[src/rtl/ad_bus_pkg.sv]
`default_nettype none
// ============================================================================
// Module      : ad_bus_pkg
// Description : Shared types and width defaults for the AD bus read initiator.
// Revision    : 1.0 - initial release
// ============================================================================
package ad_bus_pkg;

    localparam int AD_WIDTH_DEF   = 32;
    localparam int DATA_WIDTH_DEF = 16;

    // Bus transaction phases: address drive, bus release, strobe/ack wait, response hold
    typedef enum logic [2:0] {
        IDLE = 3'd0,
        ADDR = 3'd1,
        TURN = 3'd2,
        WAIT = 3'd3,
        RESP = 3'd4
    } state_t;

    typedef logic [AD_WIDTH_DEF-1:0] ad_word_t;

endpackage : ad_bus_pkg
`default_nettype wire

[src/rtl/ad_bus_wait_timer.sv]
`default_nettype none
// ============================================================================
// Module      : ad_bus_wait_timer
// Description : Clear/count/expire counter. o_last is high while the count
//               sits at LIMIT-1, i.e. during the final cycle of the interval.
//               The count saturates there and never wraps.
// Revision    : 1.0 - initial release
// ============================================================================
module ad_bus_wait_timer
    import ad_bus_pkg::*;
#(
    parameter int LIMIT = 15,
    parameter int WIDTH = $clog2(LIMIT + 1)
) (
    input  logic clk,
    input  logic reset_n,
    input  logic i_clear,
    input  logic i_en,
    output logic o_last
);

    localparam logic [WIDTH-1:0] c_LAST = WIDTH'(LIMIT - 1);

    logic [WIDTH-1:0] r_count;

    // Count enabled cycles; clear has priority, and the count holds at the last value
    always_ff @(posedge clk or negedge reset_n) begin
        if (!reset_n) begin
            r_count <= '0;
        end else if (i_clear) begin
            r_count <= '0;
        end else if (i_en && (r_count != c_LAST)) begin
            r_count <= r_count + WIDTH'(1);
        end
    end

    assign o_last = (r_count == c_LAST);

endmodule : ad_bus_wait_timer
`default_nettype wire

[src/rtl/ad_bus_reader.sv]
`default_nettype none
// ============================================================================
// Module      : ad_bus_reader
// Description : Read initiator for the multiplexed AD bus. Drives one address
//               cycle, releases the bus for TURN_CYCLES, strobes read_n low
//               until ack or timeout, then presents data on a valid/ready
//               response port. All outputs come straight from flops.
// Revision    : 1.0 - initial release
// ============================================================================
module ad_bus_reader
    import ad_bus_pkg::*;
#(
    parameter int AD_WIDTH    = AD_WIDTH_DEF,
    parameter int DATA_WIDTH  = DATA_WIDTH_DEF,
    parameter int TURN_CYCLES = 1,
    parameter int TIMEOUT     = 15
) (
    input  logic                  clk,
    input  logic                  reset_n,
    input  logic                  req_valid,
    output logic                  req_ready,
    input  logic [AD_WIDTH-1:0]   req_addr,
    output logic                  rsp_valid,
    input  logic                  rsp_ready,
    output logic [DATA_WIDTH-1:0] rsp_data,
    output logic                  rsp_err,
    output logic [AD_WIDTH-1:0]   ad_out,
    output logic                  ad_oe,
    input  logic [AD_WIDTH-1:0]   ad_in,
    output logic                  read_n,
    input  logic                  ad_ack
);

    state_t                r_state;
    state_t                w_next_state;

    logic                  w_turn_clear;
    logic                  w_turn_en;
    logic                  w_turn_last;
    logic                  w_wait_clear;
    logic                  w_wait_en;
    logic                  w_wait_last;

    logic                  w_capture;
    logic [DATA_WIDTH-1:0] w_cap_data;
    logic                  w_cap_err;

    // Counts the bus-release cycles between address phase and read strobe
    ad_bus_wait_timer #(
        .LIMIT   (TURN_CYCLES)
    ) u_turn_timer (
        .clk     (clk),
        .reset_n (reset_n),
        .i_clear (w_turn_clear),
        .i_en    (w_turn_en),
        .o_last  (w_turn_last)
    );

    // Counts WAIT cycles without ack; o_last marks the cycle that times out
    ad_bus_wait_timer #(
        .LIMIT   (TIMEOUT)
    ) u_wait_timer (
        .clk     (clk),
        .reset_n (reset_n),
        .i_clear (w_wait_clear),
        .i_en    (w_wait_en),
        .o_last  (w_wait_last)
    );

    // Next-state decode, timer control and response capture values
    always_comb begin
        w_next_state = r_state;
        w_turn_clear = 1'b0;
        w_turn_en    = 1'b0;
        w_wait_clear = 1'b0;
        w_wait_en    = 1'b0;
        w_capture    = 1'b0;
        w_cap_data   = '0;
        w_cap_err    = 1'b0;

        case (r_state)
            IDLE: begin
                if (req_valid) begin
                    w_next_state = ADDR;
                end
            end
            ADDR: begin
                w_turn_clear = 1'b1;
                w_next_state = TURN;
            end
            TURN: begin
                // WAIT must start from a zero count
                w_wait_clear = 1'b1;
                if (w_turn_last) begin
                    w_next_state = WAIT;
                end else begin
                    w_turn_en = 1'b1;
                end
            end
            WAIT: begin
                if (ad_ack) begin
                    // Ack takes priority over a simultaneous timeout
                    w_next_state = RESP;
                    w_capture    = 1'b1;
                    w_cap_data   = ad_in[DATA_WIDTH-1:0];
                    w_cap_err    = |ad_in[AD_WIDTH-1:DATA_WIDTH];
                end else if (w_wait_last) begin
                    w_next_state = RESP;
                    w_capture    = 1'b1;
                    w_cap_data   = '0;
                    w_cap_err    = 1'b1;
                end else begin
                    w_wait_en = 1'b1;
                end
            end
            RESP: begin
                if (rsp_ready) begin
                    w_next_state = IDLE;
                end
            end
            default: begin
                w_next_state = IDLE;
            end
        endcase
    end

    // State register; every output is decoded from the next state so it is
    // registered and aligned with the phase it belongs to
    always_ff @(posedge clk or negedge reset_n) begin
        if (!reset_n) begin
            r_state   <= IDLE;
            req_ready <= 1'b1;
            rsp_valid <= 1'b0;
            rsp_data  <= '0;
            rsp_err   <= 1'b0;
            ad_out    <= '0;
            ad_oe     <= 1'b0;
            read_n    <= 1'b1;
        end else begin
            r_state   <= w_next_state;
            req_ready <= (w_next_state == IDLE);
            rsp_valid <= (w_next_state == RESP);
            ad_oe     <= (w_next_state == ADDR);
            read_n    <= (w_next_state != WAIT);
            // ADDR is only reachable from IDLE, so this latches the accepted address
            ad_out    <= (w_next_state == ADDR) ? req_addr : '0;
            if (w_capture) begin
                rsp_data <= w_cap_data;
                rsp_err  <= w_cap_err;
            end
        end
    end

endmodule : ad_bus_reader
`default_nettype wire

[config.mk]
export PLATFORM = sky130hd
export DESIGN_NAME = ad_bus_reader
export DESIGN_NICKNAME = d
export VERILOG_FILES = /design/src/rtl/ad_bus_pkg.sv /design/src/rtl/ad_bus_wait_timer.sv /design/src/rtl/ad_bus_reader.sv
export SDC_FILE = /design/constraint.sdc
export NUM_CORES = 1
export LEC_CHECK = 0
export ABC_AREA = 1
export BUFFER_PORTS_ARGS = -buffer_cell sky130_fd_sc_hd__buf_2
export CAP_MARGIN = 20
export CELL_PAD_IN_SITES_DETAIL_PLACEMENT = 0
export CELL_PAD_IN_SITES_GLOBAL_PLACEMENT = 1
export CORE_ASPECT_RATIO = 0.8
export CORE_MARGIN = 2
export CORE_UTILIZATION = 34
export CTS_BUF_LIST = sky130_fd_sc_hd__clkbuf_8 sky130_fd_sc_hd__clkbuf_16
export DETAILED_ROUTE_END_ITERATION = 6
export PLACE_DENSITY = 0.9
export SLEW_MARGIN = 10
export SYNTH_ARGS = -nofsm -noshare
export SYNTH_HDL_FRONTEND = slang
export SYNTH_SLANG_ARGS = --single-unit
[constraint.sdc]
create_clock -name clk -period 2.8 [get_ports clk]
set_input_delay 0.28 -clock clk [delete_from_list [all_inputs] [get_ports clk]]
set_output_delay 0.28 -clock clk [all_outputs]
set_load 0.02 [all_outputs]
==> results of run 1 <==
kinds of logic after synthesis:
logic type,Yosys count,share of synthesized area [%]
buffers and inverters,51,8.859
xor gates and xnor gates,1,0.3714
and+or+nand+nor,129,23.50
AOI/OAI and AO/OA,6,1.379
adders and majority gates,2,1.061
DFF,61,64.83
cell type report:
type / instances / share of cell area (%)
sequential: 61 / 47.47
timing repair buffer: 123 / 19.35
multi-input combinational: 138 / 19.27
clock buffer: 12 / 5.128
inverter: 43 / 5.012
tap: 87 / 3.380
clock inverter: 3 / 0.3885
per-layer routing:
metal | part of all wire (%) | up-vias
li1 | - | 994
met1 | 43 | 889
met2 | 46 | 82
met3 | 9.7 | 10
met4 | 1.8 | 0
met5 | 0 | -
sequential cells by signal (all words and copies together), names as in the netlist:
name,count
u_turn_timer.r_count,1
rsp_err,1
req_ready,1
read_n,1
rsp_valid,1
ad_out,32
u_wait_timer.r_count,4
r_state,3
ad_oe,1
rsp_data,16
final timing paths:
kind | depth (start not counted) | from | endpoint | slack, ps
worst max-delay path | 4 | r_state[0] | req_ready | 1170
worst min-delay path | 3 | req_addr[0] | ad_out[0] | 160
worst max register to register | 4 | r_state[0] | req_ready | 1170
max in group asynchronous | 3 | reset_n | req_ready | 1410
min in group asynchronous | 2 | reset_n | rsp_data[2] | 500
worst min register to register | 2 | rsp_data[4] | rsp_data[4] | 470
power by group through the flow:
| stage | registers (W) | clock network [W] | logic (W) |
|---|---|---|---|
| 2_1_floorplan | 0.00151 | 0 | 0.000378 |
| 3_3_place_gp | 0.00124 | 0 | 0.000976 |
| 3_5_place_dp | 0.00125 | 0 | 0.000991 |
| 4_1_cts | 0.00124 | 0.000717 | 0.000995 |
| 5_1_grt | 0.00127 | 0.000756 | 0.00109 |
| 6_report | 0.00123 | 0.000688 | 0.000975 |
metrics by stage:
stage               hold slack [ps]  cells
floorplan                    -15.59    250
global placement              321.3    451
detailed placement            328.5    451
CTS                           131.7    467
global route                  138.0    467
finish                        157.7    467
synth_stat cells (2+ instances only):
library cell and number:
nand3_1 24, nand2_1 49, dfrtp_1 59, nand4_1 2, nand2_2 2, nor2_1 47
ha_1 2, inv_1 41, dfstp_2 2, buf_2 5, o21ai_0 3
cell usage in the layout, fill, tap and decap left out, types with 2 or more instances in the layout:
cell type  synthesis  final
buf_2              5    121
clkbuf_8           0     12
dfrtp_1           59     59
dfstp_2            2      2
ha_1               2      2
inv_1             41     43
nand2_1           49     49
nand2_2            2      2
nand3_1           24     24
nand4_1            2      2
nor2_1            47     47
o21ai_0            3      3
worst register-to-register path, stage by stage (launching register included):
cell     delay (ps)
dfrtp_1         440
nor2_1          200
nand3_2         540
nand4_1         320
nor2_1           60
==> results_dict.tcl, run 1 <==
set metrics [dict create \
    post_cts_resized 0 \
    gr-total-overflow 0 \
    yosys.cell_types.count 25 \
    crit_path_end_kind "register" \
    met2_usage_pct 23.68 \
    yosys-top-cells-area "dfrtp_1 63%, nand2_1 7.8%, nor2_1 7.5%" \
    cpMostUsedCell "nor2_1" \
    utilization_pct 47.43 \
    clkTransAtPathRegs_ps 60 \
    finalWorstSetupSlack_ps 1171 \
    clk_latency_ps 320 \
    slowest_stage "nand3_2" \
    ys_seq_elements 61 \
    io-pin-count 122 \
    combPwrFrac_pct 33.7 \
    post-cts-setup-buffers 0 \
    numClockSinks 61 \
    syn_avg_cell_area_um2 9.434 \
    fill_cells 684 \
    met3_usage_pct 6.946 \
    antenna_found_initial 0 \
    clock_skew_ps 8.564 \
    p_total_w 0.002899 \
    powerDensity_nw_per_um2 900.0 \
    max_stage_delay_ps 540 \
    finalSetupTns_ps 0 \
    syn_inst 250 \
    grt_pass1_wl_mm 8.880 \
    rows 27 \
    path_cells "nor2_1 -> nand3_2 -> nand4_1 -> nor2_1" \
    drtIter0Drc 74 \
    yosysWarningCount 0 \
    max_slew_margin_pct 55.48 \
    drive_above_1_share_pct 37.63 \
    viasPerCell 4.229 \
    core_region_area_um2 6790 \
    synth_seq_area_share_pct 64.83 \
    worstMarginPinSlew_ps 667.0 \
    grt_max_degree 36 \
    cts_tree "yes" \
    finalHoldViolCount 0 \
    power_frac_clock_pct 23.7 \
    area_growth_pct 36.55 \
    internal-power_w 0.001812 \
    place_ws_ps 1150 \
    n_antenna_cell 0 \
    syn_nets 321 \
    netlist.area_leader.share_pct 62.60 \
    dp_hpwl_mm 3.781 \
    async_flop_share_pct 100.0 \
    power_switching_share_pct 37.48 \
    max_cap_viol_count 0 \
    startpoint_type "register" \
    grt_pass1_vias 2011 \
    slew_viol_final 0 \
    num_vias 1975 \
    initial_utilization_pct 34.73 \
    finalCritPeriodShare_pct 58.18 \
    ff_latch_area_um2 1529 \
    multiInputGateArea_um2 620.6 \
    die-area_um2 7623 \
    cts_root_buffer "clkbuf_8" \
    clk_path_buf_depth 2 \
    worst-endpoint-required_ps 3050 \
    synth_area_leader_cell "dfrtp_1" \
    arrival_ps 1880 \
    leakage_nw 2.008 \
    p_seq_share_pct 42.6 \
    fin_crit_ps 1629 \
    path_buf_inv 0 \
    gp_congestion 0.7670 \
    syn-cell-area_um2 2359 \
    fmax_mhz 613.8 \
    die_y_um 78.50 \
    peakVddDrop_mv 0.3935 \
    rsz0062_at_grt "no" \
    antenna_left 0 \
    synth_edf_count 0 \
    port_buffers 121 \
    cts_hold_buf 1 \
    final_area_um2 3221 \
    worstHoldPathType "in -> reg" \
    wl_per_cell_um 11.12 \
    ys.flop_type "dfrtp_1" \
    postPlaceCellArea_um2 3033 \
    path_class "reg -> reg" \
    top_usage_layer "met2" \
    critPathTopFamily "simple AND/OR/NAND/NOR gates" \
    die_w_um 97.12 \
    power_switching_w 0.001086 \
    drc 0 \
    grtUsageTotal_pct 14.90 \
    worst-path-max-fanout 35 \
    setup_viol 0 \
    status "complete, no violations" \
    wl_mm 5.194 \
    use_met1_pct 17.18 \
    cts_buffers 9 \
    dr.pass1.iters 4 \
    cts_max_level 3 \
    nNetsFinal 447 \
]
Note: power is estimated with default switching activity, not from simulation.
==> run 2: changes to the inputs <==
- CORE_UTILIZATION: 34 -> 32
- PLACE_DENSITY: 0.9 -> 0.86
- clock period: 2.8 -> 1.7 ns (I/O delays scaled with it)
==> run 2 against run 1 <==
Register-to-register slack got worse by 960 ps. Critical path depth increased by 4. Total power increased by 77%. Final cell count increased by 0.86%. First-iteration DRC count decreased by 11%. Sequential share of layout area decreased by 1.3 points.
==> results_dict.tcl, run 2 (synthesis results as in run 1) <==
set metrics [dict create \
    ff_latch_area_um2 1529 \
    grt_pass1_vias 2030 \
    r2r_cells 8 \
    p_seq_share_pct 39.8 \
    antenna_found_initial 0 \
    core_region_area_um2 7027 \
    status "complete, no violations" \
    cts_buffers 9 \
    rows 27 \
    crit_path_end_kind "register" \
    numClockSinks 61 \
    peakVddDrop_mv 0.5668 \
    die-area_um2 8077 \
    gr-total-overflow 0 \
    rsz0062_at_grt "no" \
    path_cells "inv_1 -> ha_1 -> nand3_1 -> nand2_1 -> nor2_1 -> nor2_2 -> nand2_1 -> o21ai_0" \
    die_y_um 80.79 \
    met3_usage_pct 8.950 \
    viasPerCell 4.261 \
    cpMostUsedCell "nand2_1" \
    worst-path-max-fanout 5 \
    max_stage_delay_ps 380 \
    die_w_um 99.99 \
    fin_crit_ps 1487 \
    use_met1_pct 16.11 \
    critPathTopFamily "simple AND/OR/NAND/NOR gates" \
    layout_commonest_cell "buf_2" \
    gp_congestion 0.7840 \
    hp-start "req_addr[28]" \
    endpoint "u_wait_timer.r_count[1]" \
    clk_latency_ps 320 \
    worst-endpoint-required_ps 1900 \
    finalCritPeriodShare_pct 87.48 \
    worstHoldPathType "in -> reg" \
    drtIter0Drc 66 \
    cts_tree "yes" \
    p_total_w 0.005128 \
    fill_cells 700 \
    grt_pass1_wl_mm 8.873 \
    fmax_mhz 672.4 \
    drive_above_1_share_pct 38.54 \
    io-pin-count 122 \
    num_vias 2007 \
    power_frac_clock_pct 27.9 \
    wl_per_cell_um 11.40 \
    slowest_stage "dfrtp_1" \
    grt_max_degree 62 \
    multiInputGateArea_um2 625.6 \
    wl_mm 5.369 \
    initial_utilization_pct 33.56 \
    r2r-end "u_wait_timer.r_count[1]" \
    top_usage_layer "met2" \
    met2_usage_pct 22.91 \
    combPwrFrac_pct 32.4 \
    cp.depth 8 \
    reg2reg_slack_ps 210 \
    port_buffers 121 \
    cts_root_buffer "clkbuf_8" \
    grtUsageTotal_pct 14.29 \
    path_buf_inv 1 \
    clkTransAtPathRegs_ps 70 \
    power_switching_w 0.001844 \
    biggestRegsByFlops "ad_out x32, rsp_data x16, u_wait_timer.r_count x4" \
    area_growth_pct 40.27 \
    mostFrequentLayoutCells "121 x buf_2, 59 x dfrtp_1, 49 x nand2_1, 47 x nor2_1, 42 x inv_1" \
    finalSetupTns_ps 0 \
    max_cap_viol_count 0 \
    antenna_left 0 \
    finalHoldViolCount 0 \
    r2r_start "u_wait_timer.r_count[0]" \
    setup_viol 0 \
    clk_path_buf_depth 2 \
    nNetsFinal 450 \
    clock_skew_ps 4.408 \
    internal-power_w 0.003284 \
    dr.pass1.iters 4 \
    post-cts-setup-buffers 0 \
    dp_hpwl_mm 3.871 \
    arrival_ps 1690 \
    slew_viol_final 0 \
    powerDensity_nw_per_um2 1550 \
    startpoint "u_wait_timer.r_count[0]" \
    largest_reg_flops 32 \
    n_antenna_cell 0 \
    path_class "reg -> reg" \
    max_slew_margin_pct 67.70 \
    power_switching_share_pct 35.96 \
    leakage_nw 2.054 \
    worstMarginPinSlew_ps 480.8 \
    cts_max_level 3 \
    drc 0 \
    regMostFlops "ad_out" \
    startpoint_type "register" \
]
run 2: changes by cell type in the layout (fill, tap and decap cells not counted):
cell / previous run / this run
clkbuf_8: 12 / 11
clkinv_2: 1 / 2
inv_1: 43 / 42
buf_4: 1 / 3
bufinv_16: 0 / 2
nand2_2: 2 / 1
buf_12: 0 / 1
nand2_4: 0 / 1
run 2: worst min-delay path by stage:
stage                         endpoint  slack [ps]  cells after the start
final                       ad_out[28]          40                      3
after global routing        ad_out[26]          20                      3
after detailed placement  rsp_data[12]         200                      2
after global placement    rsp_data[12]         200                      2
after floorplan                  ad_oe        -130                      0
after CTS                   ad_out[28]          20                      3
run 2: layout make-up:
cell class / instances / area share (%)
Timing Repair Buffer: 126 / 19.89
Sequential cell: 61 / 46.22
Clock inverter: 5 / 2.231
Tap cell: 87 / 3.290
Inverter: 43 / 4.879
Clock buffer: 11 / 4.576
Multi-Input combinational cell: 138 / 18.91
run 2: tightest hold or removal path, stage by stage:
cell and delay [ps]:
buf_2 90, inv_1 40, nor2_1 30
run 2: metal layers:
layer | share of wire [%] | wire length [um]
met2 | 45 | 2396
met1 | 44 | 2355
met5 | 0 | 0
met4 | 0.71 | 38
met3 | 11 | 578
run 2: timing repair:
action | in CTS | in global routing
endpoints found under the hold margin | 59 | 0
resized for setup | 0 | 1
setup endpoints to repair | 0 | 1
hold buffers | 1 | 0
run 2: through the flow:
stage | cells | hold WS (ps) | util [%] | cell area (um^2) | setup slack, ps
after global placement | 454 | 199.2 | 43.66 | 3068 | 270.8
after CTS | 471 | 19.51 | 47.01 | 3303 | 165.2
after global routing | 471 | 20.77 | 47.08 | 3308 | 69.77
after floorplan | 250 | -125.6 | - | 2359 | 448.7
after detailed placement | 454 | 201.9 | 43.66 | 3068 | 197.9
final | 471 | 42.96 | 47.08 | 3308 | 212.8
run 2: power by group through the flow:
stage,combinational [W],sequential (W),clock (W)
after floorplan,0.000623,0.00249,0
after global placement,0.00165,0.00206,0
after detailed placement,0.00168,0.00206,0
after CTS,0.00169,0.00204,0.00148
after global routing,0.00185,0.00209,0.00154
final,0.00166,0.00204,0.00143
==> run 3: changes to the inputs <==
- CORE_MARGIN: 2 -> default
==> run 3 against run 2 <==
The run now ends with design-rule violations left. Final area up 0.49%. Critical path depth grew 1. Largest power group unchanged. Clock skew is 1.9 ps higher. Sequential share of layout area shrank 0.23 points. Register-to-register slack is essentially flat. Worst hold slack about the same. Routed wire length fell by 0.45%.
==> results_dict.tcl, run 3 (synthesis results as in run 1) <==
set metrics [dict create \
    clock_skew_ps 6.278 \
    worstMarginPinSlew_ps 518.5 \
    dp.cells 454 \
    area_growth_pct 40.95 \
    post_cts_resized 0 \
    drtIter0Drc 99 \
    viasPerCell 4.310 \
    fill_cells 663 \
    grt_max_degree 31 \
    reg2reg_slack_ps 210 \
    gr-total-overflow 0 \
    die_w_um 97.99 \
    fmax_mhz 672.8 \
    n_antenna_cell 0 \
    port_buffers 121 \
    wl_per_cell_um 11.35 \
    drc 8 \
    clk_latency_ps 320 \
    critPathTopFamily "simple AND/OR/NAND/NOR gates" \
    nNetsFinal 450 \
    peakVddDrop_mv 0.5198 \
    regMostFlops "ad_out" \
    clk_path_buf_depth 2 \
    io-pin-count 122 \
    core_region_area_um2 6993 \
    path_buf_inv 3 \
    cts_max_level 3 \
    clkTransAtPathRegs_ps 70 \
    status "finished with violations" \
    mostFrequentLayoutCells "121 x buf_2, 59 x dfrtp_1, 49 x nand2_1, 47 x nor2_1, 41 x inv_1" \
    cts_buffers 9 \
    rsz0062_at_grt "no" \
    gp_congestion 0.7765 \
    finalSetupTns_ps 0 \
    grt_pass1_vias 2062 \
    worst-path-max-fanout 20 \
    startpoint_type "register" \
    max_slew_margin_pct 65.43 \
    setup_viol 0 \
    dp_hpwl_mm 3.915 \
    finalHoldViolCount 0 \
    layout_commonest_cell "buf_2" \
    die_y_um 78.79 \
    max_cap_viol_count 0 \
    wl_mm 5.345 \
    arrival_ps 1750 \
    biggestRegsByFlops "ad_out x32, rsp_data x16, u_wait_timer.r_count x4" \
    die-area_um2 7720 \
    largest_reg_flops 32 \
    grt_pass1_wl_mm 9.039 \
    finalNonFillerCells 471 \
    antenna_left 0 \
    path_class "reg -> reg" \
    slowest_stage "dfrtp_1" \
    num_vias 2030 \
    path_cells "inv_1 -> ha_1 -> nand3_1 -> nand2_1 -> nand2_2 -> clkinv_1 -> nand3_1 -> nand2_1 -> inv_1" \
    drive_above_1_share_pct 38.80 \
    powerDensity_nw_per_um2 1553 \
    fin_crit_ps 1486 \
    dr.pass1.iters 7 \
    leakage_nw 2.040 \
    grtUsageTotal_pct 15.12 \
    crit_path_end_kind "register" \
    cts_root_buffer "clkbuf_8" \
    cts_hold_buf 1 \
    max_stage_delay_ps 380 \
    rows 27 \
    post-cts-setup-buffers 0 \
    worst-endpoint-required_ps 1970 \
    initial_utilization_pct 33.73 \
    slew_viol_final 0 \
    cts_tree "yes" \
    numClockSinks 61 \
    worstHoldPathType "in -> reg" \
    finalCritPeriodShare_pct 87.43 \
    violations "design-rule violations" \
    antenna_found_initial 0 \
]
run 3: final timing paths:
kind / to / cells past startpoint / startpoint
worst max-delay path: rsp_err / 9 / u_wait_timer.r_count[0]
worst min-delay path: ad_out[22] / 3 / req_addr[22]
worst max register to register: rsp_err / 9 / u_wait_timer.r_count[0]
worst min register to register: rsp_data[2] / 2 / rsp_data[2]
max in group asynchronous: rsp_data[2] / 3 / reset_n
min in group asynchronous: ad_out[29] / 2 / reset_n
run 3: worst reg2reg max path, stage by stage, from the launching register on:
cell	delay, ps
dfrtp_1	380
inv_1	90
ha_1	200
nand3_1	90
nand2_1	80
nand2_2	300
clkinv_1	120
nand3_1	90
nand2_1	50
inv_1	40
run 3: cell type report:
type / count / area, um^2 / share of cell area (%)
Timing Repair Buffer: 126 / 670.6 / 20.17
Multi-Input combinational cell: 138 / 620.6 / 18.67
Clock inverter: 5 / 82.58 / 2.484
Inverter: 43 / 161.4 / 4.855
Sequential cell: 61 / 1529 / 45.99
Tap cell: 87 / 108.9 / 3.274
Clock buffer: 11 / 151.4 / 4.554
run 3: report_power, final:
group	switching, W	total (W)	leakage, nW	internal [W]
logic	0.00112	0.00167	1.13	0.000547
clock network	0.000547	0.00145	0.108	0.000905
registers	0.000192	0.00204	0.802	0.00185
run 3: through the flow:
stage	setup slack [ps]	utilization, %	hold WS (ps)	area, um^2	total power (W)
floorplan	448.7	-	-125.6	2359	0.003112
global placement	260.1	44.05	164.0	3080	0.003718
detailed placement	229.5	44.05	176.4	3080	0.003750
CTS	205.0	47.54	20.63	3324	0.005237
global route	50.28	47.54	27.33	3324	0.005515
finish	213.6	47.54	43.41	3324	0.005164
run 3: layer usage:
metal	global-route usage (%)	vias to the layer above	part of all wire [%]
li1	-	1007	-
met1	17.39	921	43
met2	23.66	97	43
met3	8.451	5	12
met4	5.455	0	0.94
met5	0	-	0
